### src/rtl/rv32i_regfile_dbg.sv
// Debug initiator for the RV32I register file: halts the core, then
// dumps every GPR as a beat stream or writes a single GPR.
module rv32i_regfile_dbg #(
    parameter bit DUMP_X0 = 1'b0
) (
    input  logic        clk_i,
    input  logic        rst_i,
    input  logic        cmd_valid_i,
    output logic        cmd_ready_o,
    input  logic        cmd_op_i,
    input  logic [4:0]  cmd_addr_i,
    input  logic [31:0] cmd_data_i,
    output logic        halt_req_o,
    input  logic        halt_ack_i,
    output logic [4:0]  rf_rs1_o,
    output logic [4:0]  rf_rs2_o,
    output logic [4:0]  rf_rd_o,
    output logic        rf_we_o,
    output logic [31:0] rf_din_o,
    input  logic [31:0] rf_rsa_i,
    input  logic [31:0] rf_rsb_i,
    output logic        out_valid_o,
    input  logic        out_ready_i,
    output logic [4:0]  out_addr_o,
    output logic [31:0] out_data_o,
    output logic        out_last_o,
    output logic        busy_o
);

    typedef enum logic [2:0] {
        IDLE,
        HALT_WAIT,
        READ,
        EMIT_A,
        EMIT_B,
        WRITE,
        RELEASE
    } state_e;

    state_e      state_q, state_d;
    logic [4:0]  idx_q, idx_d;
    logic [4:0]  addr_q, addr_d;
    logic        op_q, op_d;
    logic [31:0] data_q, data_d;
    logic [31:0] bufa_q, bufa_d;
    logic [31:0] bufb_q, bufb_d;
    logic [4:0]  idx_p1;

    assign idx_p1 = idx_q + 5'd1;

    always_ff @(posedge clk_i or posedge rst_i) begin
        if (rst_i) begin
            state_q <= IDLE;
            idx_q   <= '0;
            addr_q  <= '0;
            op_q    <= 1'b0;
            data_q  <= '0;
            bufa_q  <= '0;
            bufb_q  <= '0;
        end else begin
            state_q <= state_d;
            idx_q   <= idx_d;
            addr_q  <= addr_d;
            op_q    <= op_d;
            data_q  <= data_d;
            bufa_q  <= bufa_d;
            bufb_q  <= bufb_d;
        end
    end

    always_comb begin
        state_d = state_q;
        idx_d   = idx_q;
        addr_d  = addr_q;
        op_d    = op_q;
        data_d  = data_q;
        bufa_d  = bufa_q;
        bufb_d  = bufb_q;
        unique case (state_q)
            IDLE: begin
                if (cmd_valid_i) begin
                    op_d    = cmd_op_i;
                    addr_d  = cmd_addr_i;
                    data_d  = cmd_data_i;
                    idx_d   = DUMP_X0 ? 5'd0 : 5'd1;
                    state_d = HALT_WAIT;
                end
            end
            HALT_WAIT: begin
                if (halt_ack_i) state_d = op_q ? WRITE : READ;
            end
            READ: begin
                bufa_d  = rf_rsa_i;
                bufb_d  = rf_rsb_i;
                state_d = EMIT_A;
            end
            EMIT_A: begin
                if (out_ready_i) state_d = (idx_q == 5'd31) ? RELEASE : EMIT_B;
            end
            EMIT_B: begin
                if (out_ready_i) begin
                    if (idx_p1 == 5'd31) begin
                        state_d = RELEASE;
                    end else begin
                        idx_d   = idx_q + 5'd2;
                        state_d = READ;
                    end
                end
            end
            WRITE:   state_d = RELEASE;
            RELEASE: if (!halt_ack_i) state_d = IDLE;
            default: state_d = IDLE;
        endcase
    end

    // Outputs decode from state and registered fields only.
    always_comb begin
        cmd_ready_o = (state_q == IDLE);
        busy_o      = (state_q != IDLE);
        halt_req_o  = (state_q != IDLE) && (state_q != RELEASE);
        rf_rs1_o    = '0;
        rf_rs2_o    = '0;
        rf_rd_o     = '0;
        rf_din_o    = '0;
        rf_we_o     = 1'b0;
        out_valid_o = 1'b0;
        out_addr_o  = '0;
        out_data_o  = '0;
        out_last_o  = 1'b0;
        unique case (state_q)
            READ: begin
                rf_rs1_o = idx_q;
                rf_rs2_o = idx_p1;
            end
            EMIT_A: begin
                out_valid_o = 1'b1;
                out_addr_o  = idx_q;
                out_data_o  = bufa_q;
                out_last_o  = (idx_q == 5'd31);
            end
            EMIT_B: begin
                out_valid_o = 1'b1;
                out_addr_o  = idx_p1;
                out_data_o  = bufb_q;
                out_last_o  = (idx_p1 == 5'd31);
            end
            WRITE: begin
                rf_rd_o  = addr_q;
                rf_din_o = data_q;
                rf_we_o  = (addr_q != 5'd0);
            end
            default: ;
        endcase
    end

endmodule

### config.mk
export PLATFORM = sky130hd
export DESIGN_NAME = rv32i_regfile_dbg
export DESIGN_NICKNAME = d
export VERILOG_FILES = /design/src/rtl/rv32i_regfile_dbg.sv
export SDC_FILE = /design/constraint.sdc
export NUM_CORES = 1
export LEC_CHECK = 0
export BUFFER_PORTS_ARGS = -buffer_cell sky130_fd_sc_hd__buf_2
export CORE_ASPECT_RATIO = 0.75
export CORE_UTILIZATION = 50
export CTS_CLUSTER_SIZE = 30
export DETAILED_ROUTE_END_ITERATION = 8
export GPL_ROUTABILITY_DRIVEN = 0
export PLACE_DENSITY = 0.79
export SLEW_MARGIN = 10
export SYNTH_ARGS = -nofsm -noshare
export SYNTH_HDL_FRONTEND = slang
export SYNTH_SLANG_ARGS = --single-unit
### constraint.sdc
create_clock -name clk_i -period 4.3 [get_ports clk_i]
set_clock_uncertainty 0.05 [all_clocks]
set_input_delay 0.645 -clock clk_i [delete_from_list [all_inputs] [get_ports clk_i]]
set_output_delay 0.645 -clock clk_i [all_outputs]
set_load 0.05 [all_outputs]
* Word level (Yosys, flattened, before mapping) *
Cells that the tools add are included.

operators by class
  $add $sub $neg = 2
  eq/ne operators = 15
  multiplexer cells = 22
  reduce and logical (&&, ||, !) cells = 9

operators by type and width
  cell                                                              number
  32-bit one-hot mux with 2 select lines                            1
  32-bit 2-to-1 mux                                                 1
  5-bit 2-to-1 mux                                                  6
  3-bit 2-to-1 mux                                                  7
  3-bit one-hot mux with 7 select lines                             1
  5-bit one-hot mux with 2 select lines                             2
  2-bit inequality test (second input constant)                     6
  5-bit == test (second input constant)                             2
  3-bit == test (second input constant)                             3
  3-bit by 2-bit == test with 1-bit output (second input constant)  2
  5-bit by 1-bit adder with 5-bit output (second input constant)    1
  5-bit by 2-bit adder with 5-bit output (second input constant)    1
  5-bit AND reduction                                               1
  5-bit nonzero test                                                1
  4-bit AND reduction                                               1
  3-bit by 1-bit == test with 1-bit output (second input constant)  1
  3-bit logical NOT                                                 1
  3-bit inequality test (second input constant)                     1
  3-bit nonzero test                                                1
  1-bit 2-to-1 mux                                                  2
  2-bit 2-to-1 mux                                                  1
  1-bit one-hot mux with 2 select lines                             1
  2-bit AND reduction                                               1
  2-bit nonzero test                                                1
  other kinds (2)                                                   2

storage, ports and cells
  register bits = 110
  input bits = 107
  output and inout port bits = 90
  logic and storage cells = 55

* Depth between registers and ports, before layout *
Gate-level depths: netlist (run 1).

  depth after elaboration = 5
  gate-level depth with buffers = 8
  depth with buffers taken out = 7

* Least setup slack after synthesis (run 1) *
Ideal clock, no wire load.

  path type = register to output
  start point = register state_q[2]
  end point = output port out_addr_o[0]
  data arrival time = 2133 ps
  setup slack = 1472 ps
  stages on the path, launching flop included = 4
  cells stage by stage = dfrtp_1 > buf_2 > or3b_1 > o21ai_0

on the way
  word-level cells in the longest chain between the ends = 2
  elaborated cells on any way between the ends = 3
  those cells by class = eq/ne: 2; mux: 1

RTL lines
  element                                                                    RTL line  RTL
  start: declaration                                                         40        state_e state_q, state_d;
  start signal: assignment                                                   61        state_q <= state_d;
  3-bit == test or 3-bit by 2-bit == test with 1-bit output (tied branches)  130       unique case (state_q)
  5-bit one-hot mux with 2 select lines *                                    130
  end: declaration                                                           24        output logic [4:0] out_addr_o,

Mark *: on every way between the ends. The rest lies on a longest branch, timed or not.

* Worst setup path in the final report (run 1) *
  start point = register state_q[2]
  end point = output port out_data_o[31]

on the way
  word-level cells in the longest chain between the ends = 2
  elaborated cells on any way between the ends = 3
  those cells by class = eq/ne: 2; mux: 1

RTL lines
  element                                                                    RTL line  RTL
  3-bit == test or 3-bit by 2-bit == test with 1-bit output (tied branches)  130
  32-bit one-hot mux with 2 select lines *                                   130
  end: declaration                                                           25        output logic [31:0] out_data_o,

Marked as above.

==> flow_summary_export.csv, run 1 <==
group,metric,value,unit
outcome,status,"finished, final reports clean",
clocking,numCtsBuffers,9,
min_path,hp-class,"primary input to asynchronous set/reset pin",
sta,hold_slack,0.419,ns
drt,met2_length,5910,um
die,core_area,10400,um2
global_routing,grt_pass1_wl,20700,um
sta,maxSlewViolCount,0,
drt,drt_first_pass_iters,4,
final_layout,nNetsFinal,838,
clocking,cts_sinks,110,
drt,dr_wl_met3,1010,um
global_routing,grt.total_usage,23.6,%
yosys,yosys_warnings,0,
pwr,peakVddDrop,360,uV
die,dieArea,11200,um2
sta,setup_viol,0,
place,dpl.hpwl,9040,um
yosys,syn_avg_cell_area,9.82,um2
clocking,cts.repair.resized,0,
pwr,power_density,765,nW/um2
place,numPortBuffers,196,
worst_setup_path,path_class,"flip-flop to primary output",
sta,max_freq,298,MHz
pwr,total_power,5160,uW
die,ios,197,
clocking,cts_tree,"yes",
worst_setup_path,start_kind,"flip-flop",
clocking,cts.htree.levels,3,
drt,drtAntennaViolNets,0,
global_routing,grt_overflow,0,
job,cap_violations,0,
drt,wl_met1,5760,um
drt,wl,12900,um
clocking,cts_hold_buffers,0,
clocking,clkSlewWorstSetupHoldPaths,0.07,ns
worst_setup_path,worstSetupEndpointType,"primary output",
global_routing,antenna_found_initial,0,
sta,relSlewSlack,43.5,%
die,rows,32,
worst_setup_path,worstPathArrival,2.67,ns
die,die_w,122,um
worst_setup_path,cp.required,3.61,ns
sta,finalCriticalPeriod,3.36,ns
final_layout,drive_above_1_share,37.7,%
clocking,insertion_delay,0.34,ns
drt,wire_per_inst,14.8,um
sta,timing.final.crit_share,78.2,%
yosys,synth_ff_type,"dfrtp_1",
yosys,synth_edf_count,0,
yosys,syn_nets,659,
drt,maxUsedRoutingLayer,"met4",
yosys,ys_types,43,
drt,drc,0,
die,initial_core_util,51.9,%
sta,worst_pin_slew,0.848,ns
sta,final_hold_viol_count,0,
die,floorplan.die.height,91.8,um
pwr,leakage,0.00373,uW
yosys,synth_cells,548,
global_routing,grt_start_max_net_pins,69,
worst_setup_path,crit_fanout,21,
final_layout,fillers,841,
yosys,synth_seq_area_share,51.2,%
clocking,cts_root_buf,"clkbuf_16",
drt,vias_per_cell,5.09,
final_layout,area_delta_synth_final,25.4,%
clocking,cts_buffer_depth,2,
clocking,postCtsSetupBuffers,0,
drt,drtIter0Drc,312,
yosys,async_flop_share,100,%
drt,vias,4417,
sta,rsz0062_at_grt,"false",
final_layout,n_antenna_cell,0,
yosys,syn_area,5380,um2
yosys,ys_ff_latch,110,
sta,tns,0,ns
global_routing,grt_pass1_vias,4249,
[area by class of cell]
class | count | area [um2] | share of cell area (%)
inverters | 7 | 28.8 | 0.426
clock buffers | 11 | 253 | 3.75
well taps | 136 | 170 | 2.52
multi-input cells | 394 | 2430 | 36.0
repair buffers | 205 | 1050 | 15.5
clock inverters | 5 | 63.8 | 0.946
flip-flops and latches | 110 | 2750 | 40.8
[placed cells by master (no fill, tap or decap), drive strengths merged, types with 2 or more instances in the layout]
cell	Yosys	final
nand2	207	207
buf	18	205
dfrtp	110	110
and2	43	43
mux2	40	40
a22o	34	34
nor2	14	14
clkbuf	19	11
o21ai	9	9
inv	7	9
nand2b	5	5
a21oi	4	4
nand3	4	4
ha	4	4
o31ai	3	3
nor2b	3	3
nor3	3	3
o21a	2	2
or2	2	2
or4	2	2
mux2i	2	2
[per-layer routing]
metal,global-route usage [%],vias up
met4,5.97,0
met3,6.28,15
met1,32.5,2095
met5,0,-
li1,-,2143
met2,36.8,164
[cell usage after synthesis, types with 3 or more instances]
library cell | number | area [um2]
clkbuf_1 | 19 | 71.3
nor2_1 | 13 | 48.8
buf_6 | 5 | 56.3
dfrtp_1 | 110 | 2750
o31ai_1 | 3 | 22.5
nand2_1 | 206 | 773
o21ai_0 | 8 | 40.0
nor2b_1 | 3 | 18.8
a21oi_1 | 4 | 20.0
a22o_1 | 34 | 298
and2_1 | 43 | 269
ha_1 | 4 | 50.1
mux2_2 | 3 | 33.8
nand3_1 | 4 | 20.0
nand2b_1 | 5 | 31.3
inv_1 | 5 | 18.8
mux2_4 | 36 | 541
buf_2 | 12 | 60.1
[path summary, 6_finish.rpt]
kind                                  from              to  slack, ns  cells after the start
worst min-delay path                 rst_i      data_q[19]       0.42                      2
worst min register to register  bufb_q[15]      bufb_q[15]       0.43                      2
worst max register to register  state_q[0]      data_q[12]       1.68                      6
max in group asynchronous            rst_i      bufa_q[20]       2.95                      3
min in group clk_i              bufb_q[15]      bufb_q[15]       0.43                      2
worst max-delay path            state_q[2]  out_data_o[31]       0.94                      5
[logic make-up after synthesis]
family / share of synthesized area (%)
xor gates and xnor gates: 0.302
buffers and inverters: 4.12
DFF: 51.2
muxes: 11.3
AOI/OAI and AO/OA: 8.91
and+or+nand+nor: 23.3
adders and majority gates: 0.930
[stage by stage]
step | utilization, % | std cells | area [um2] | worst slack (ns)
6_report | 65.1 | 868 | 6750 | 0.940
5_1_grt | 65.1 | 868 | 6750 | 0.826
4_1_cts | 65.0 | 868 | 6740 | 0.921
3_5_place_dp | 62.0 | 852 | 6430 | 1.31
3_3_place_gp | 62.0 | 852 | 6430 | 1.37
2_1_floorplan | - | 548 | 5380 | 0.703
[flip-flops by register name (all words and copies together) (netlist names)]
signal / flops
addr_q: 5
bufa_q: 32
bufb_q: 32
data_q: 32
idx_q: 5
op_q: 1
state_q: 3
[critical path, stage by stage, from the launching register on]
cell and delay, ns:
dfrtp_1 0.65, inv_2 0.15, nor3_4 0.61, buf_4 0.41, a22o_1 0.21, buf_2 0.27
[report_power, final]
group / switching (uW) / internal, uW / total (uW)
Sequential: 330 / 1540 / 1870
Clock: 380 / 489 / 869
Combinational: 1560 / 868 / 2420
Power figures use the tool's default switching activity.
==> inputs of run 2 (changes only) <==
--- a/config.mk
+++ b/config.mk
@@ -5,6 +5,7 @@
 export SDC_FILE = /design/constraint.sdc
 export NUM_CORES = 1
 export LEC_CHECK = 0
+export ABC_AREA = 1
 export BUFFER_PORTS_ARGS = -buffer_cell sky130_fd_sc_hd__buf_2
 export CORE_ASPECT_RATIO = 0.75
 export CORE_UTILIZATION = 50
==> constraint.sdc (replaced) <==
create_clock -name clk_i -period 3.49 [get_ports clk_i]
set_clock_uncertainty 0.05 [all_clocks]
set_input_delay 0.5235 -clock clk_i [delete_from_list [all_inputs] [get_ports clk_i]]
set_output_delay 0.5235 -clock clk_i [all_outputs]
set_load 0.05 [all_outputs]
==> run 2 against run 1 <==
  * Setup slack lost 0.38 ns
  * Count of clock-buffer cells in the layout down 1
  * Clock power increased by 14%
  * First-iteration DRC count is 0.64% higher
  * Sequential power is 14% higher
  * Critical path depth shrank 2
  * Core utilization shrank 1.5 points
  * Critical endpoint is now out_addr_o[0]
==> flow_summary_export.csv, run 2 <==
group,metric,value,unit
global_routing,grt.total_usage,23.6,%
sta,maxSlewViolCount,0,
worst_setup_path,path_class,"flip-flop to primary output",
pwr,clkPwrFrac,15.2,%
yosys,yosys_warnings,0,
yosys,synth_ff_type,"dfrtp_1",
yosys,synth_top_area_share,52.0,%
place,dpl.hpwl,9350,um
final_layout,layout_common_cells,"buf_2 (196), nor2_1 (142), dfrtp_1 (110)",
worst_setup_path,reg2reg_depth,4,
worst_setup_path,start_kind,"flip-flop",
yosys,syn_area,5300,um2
final_layout,nNetsFinal,917,
sta,finalCriticalPeriod,2.93,ns
worst_setup_path,crit_fanout,43,
clocking,clkSlewWorstSetupHoldPaths,0.07,ns
drt,vias_per_cell,4.98,
drt,drtIter0Drc,314,
die,core_area,10300,um2
pwr,pwr-share-seq,32.6,%
yosys,synth_edf_count,0,
yosys,synth_seq_area_share,52.0,%
pwr,p_switching,3190,uW
global_routing,grt_overflow,0,
pwr,power_density,999,nW/um2
pwr,total_power,6530,uW
drt,drt_first_pass_iters,5,
die,initial_core_util,51.5,%
clocking,cts.htree.levels,3,
worst_setup_path,cp.required,2.92,ns
yosys,synth.top_cells.by_area,"dfrtp_1 (52%), nor2_1 (10%), a21oi_1 (7.7%)",
worst_setup_path,cpPeakStageDelay,0.68,ns
yosys,synth_cells,629,
sta,setup_viol,0,
drt,wl,12700,um
sta,final_hold_viol_count,0,
final_layout,drive_above_1_share,31.2,%
sta,relSlewSlack,45.1,%
drt,drc,0,
yosys,synth_top_area_cell,"dfrtp_1",
sta,tns,0,ns
clocking,cts_root_buf,"clkbuf_16",
clocking,numCtsBuffers,9,
yosys,ys_ff_latch,110,
pwr,peakVddDrop,590,uV
global_routing,grt_pass1_wl,20500,um
sta,rsz0062_at_grt,"false",
worst_setup_path,crit_chain,"nand2_2 > o21ai_0 > buf_2",
clocking,cts_tree,"yes",
clocking,cts_hold_buffers,0,
pwr,swShare,48.9,%
outcome,status,"finished, final reports clean",
clocking,cts_sinks,110,
die,ios,197,
worst_setup_path,worstSetupEndpointType,"primary output",
yosys,ys_types,28,
drt,vias,4717,
final_layout,layout_commonest_cell,"buf_2",
yosys,ys_top_cells_by_count,"nor2_1 (142), dfrtp_1 (110), inv_1 (98), a21oi_1 (82), nand2_1 (63)",
drt,wire_per_inst,13.4,um
clocking,insertion_delay,0.33,ns
die,floorplan.die.height,91.1,um
clocking,cts_buffer_depth,2,
worst_setup_path,worstPathArrival,2.36,ns
global_routing,antenna_found_initial,0,
yosys,synth.most_common_cell,"nor2_1",
die,dieArea,11000,um2
clocking,cts.repair.resized,0,
clocking,postCtsSetupBuffers,0,
worst_setup_path,crit_slowest_cell,"dfrtp_1",
yosys,syn_nets,740,
sta,worst_pin_slew,0.824,ns
die,die_w,121,um
final_layout,area_delta_synth_final,23.4,%
sta,max_freq,341,MHz
pwr,combPwrFrac,52.2,%
die,rows,32,
final_layout,reg_top3,"bufa_q: 32 flops, bufb_q: 32 flops, data_q: 32 flops",
yosys,async_flop_share,100,%
pwr,p_int,3340,uW
min_path,hp-class,"primary input to asynchronous set/reset pin",
place,numPortBuffers,196,
sta,timing.final.crit_share,84.0,%
pwr,leakage,0.00377,uW
job,cap_violations,0,
global_routing,grt_pass1_vias,4535,
drt,drtAntennaViolNets,0,
global_routing,grt_start_max_net_pins,79,
final_layout,n_antenna_cell,0,
yosys,syn_avg_cell_area,8.42,um2
run 2: logic make-up after synthesis:
kind of cell,count (synthesis),synth area share (%)
buffers and inverters,138,12.1
AOI/OAI and AO/OA,124,12.4
adders and majority gates,4,0.945
DFF,110,52.0
xor gates and xnor gates,1,0.165
and+or+nand+nor,233,18.0
muxes,19,4.39
run 2: power groups by stage:
stage | clock network (uW) | registers (uW) | logic, uW
after global routing | 1070 | 2200 | 3720
after CTS | 1010 | 2130 | 3430
after global placement | 0 | 2120 | 3320
final | 994 | 2130 | 3410
after detailed placement | 0 | 2160 | 3420
after floorplan | 0 | 2050 | 2890
run 2: per-layer routing:
metal  vias up  part of all wire (%)  track usage (%)
li1       2310                     -                -
met5         -                     0                0
met4         0                   2.5             7.92
met1      2252                    42             29.3
met2       124                    51             39.9
met3        31                   4.5             6.34
run 2: worst max-delay path, delay by kind of cell (launching register included):
family	cells	cell delay, ns
flip-flops	1	0.68
AO/OA/AOI/OAI	1	0.41
buffers and inverters	1	0.32
AND/OR/NAND/NOR	1	0.59
run 2: final cells by class:
cell class	count	area [um2]
multi-input combinational	381	1910
clock buffer	10	229
timing repair buffer	202	1030
sequential	110	2750
tap	136	170
clock inverter	6	62.6
inverter	102	388
fill	906	3750
run 2: worst paths after layout:
check	start	endpoint	slack, ns
worst max-delay path	state_q[2]	out_addr_o[0]	0.56
worst min-delay path	rst_i	data_q[29]	0.29
min in group clk_i	rf_rsa_i[25]	bufa_q[25]	0.36
max in group asynchronous	rst_i	data_q[21]	2.23
worst max register to register	state_q[2]	bufa_q[30]	1.33
worst min register to register	bufa_q[22]	bufa_q[22]	0.46
run 2: stage by stage:
stage | util [%] | setup WS (ns) | hold slack [ns] | instance area, um2 | std cells
after floorplan | - | 0.0142 | 0.428 | 5300 | 629
after global placement | 60.7 | 1.10 | 0.439 | 6250 | 931
after detailed placement | 60.7 | 0.931 | 0.444 | 6250 | 931
after CTS | 63.5 | 0.559 | 0.336 | 6540 | 947
after global routing | 63.5 | 0.348 | 0.344 | 6540 | 947
final | 63.5 | 0.557 | 0.289 | 6540 | 947
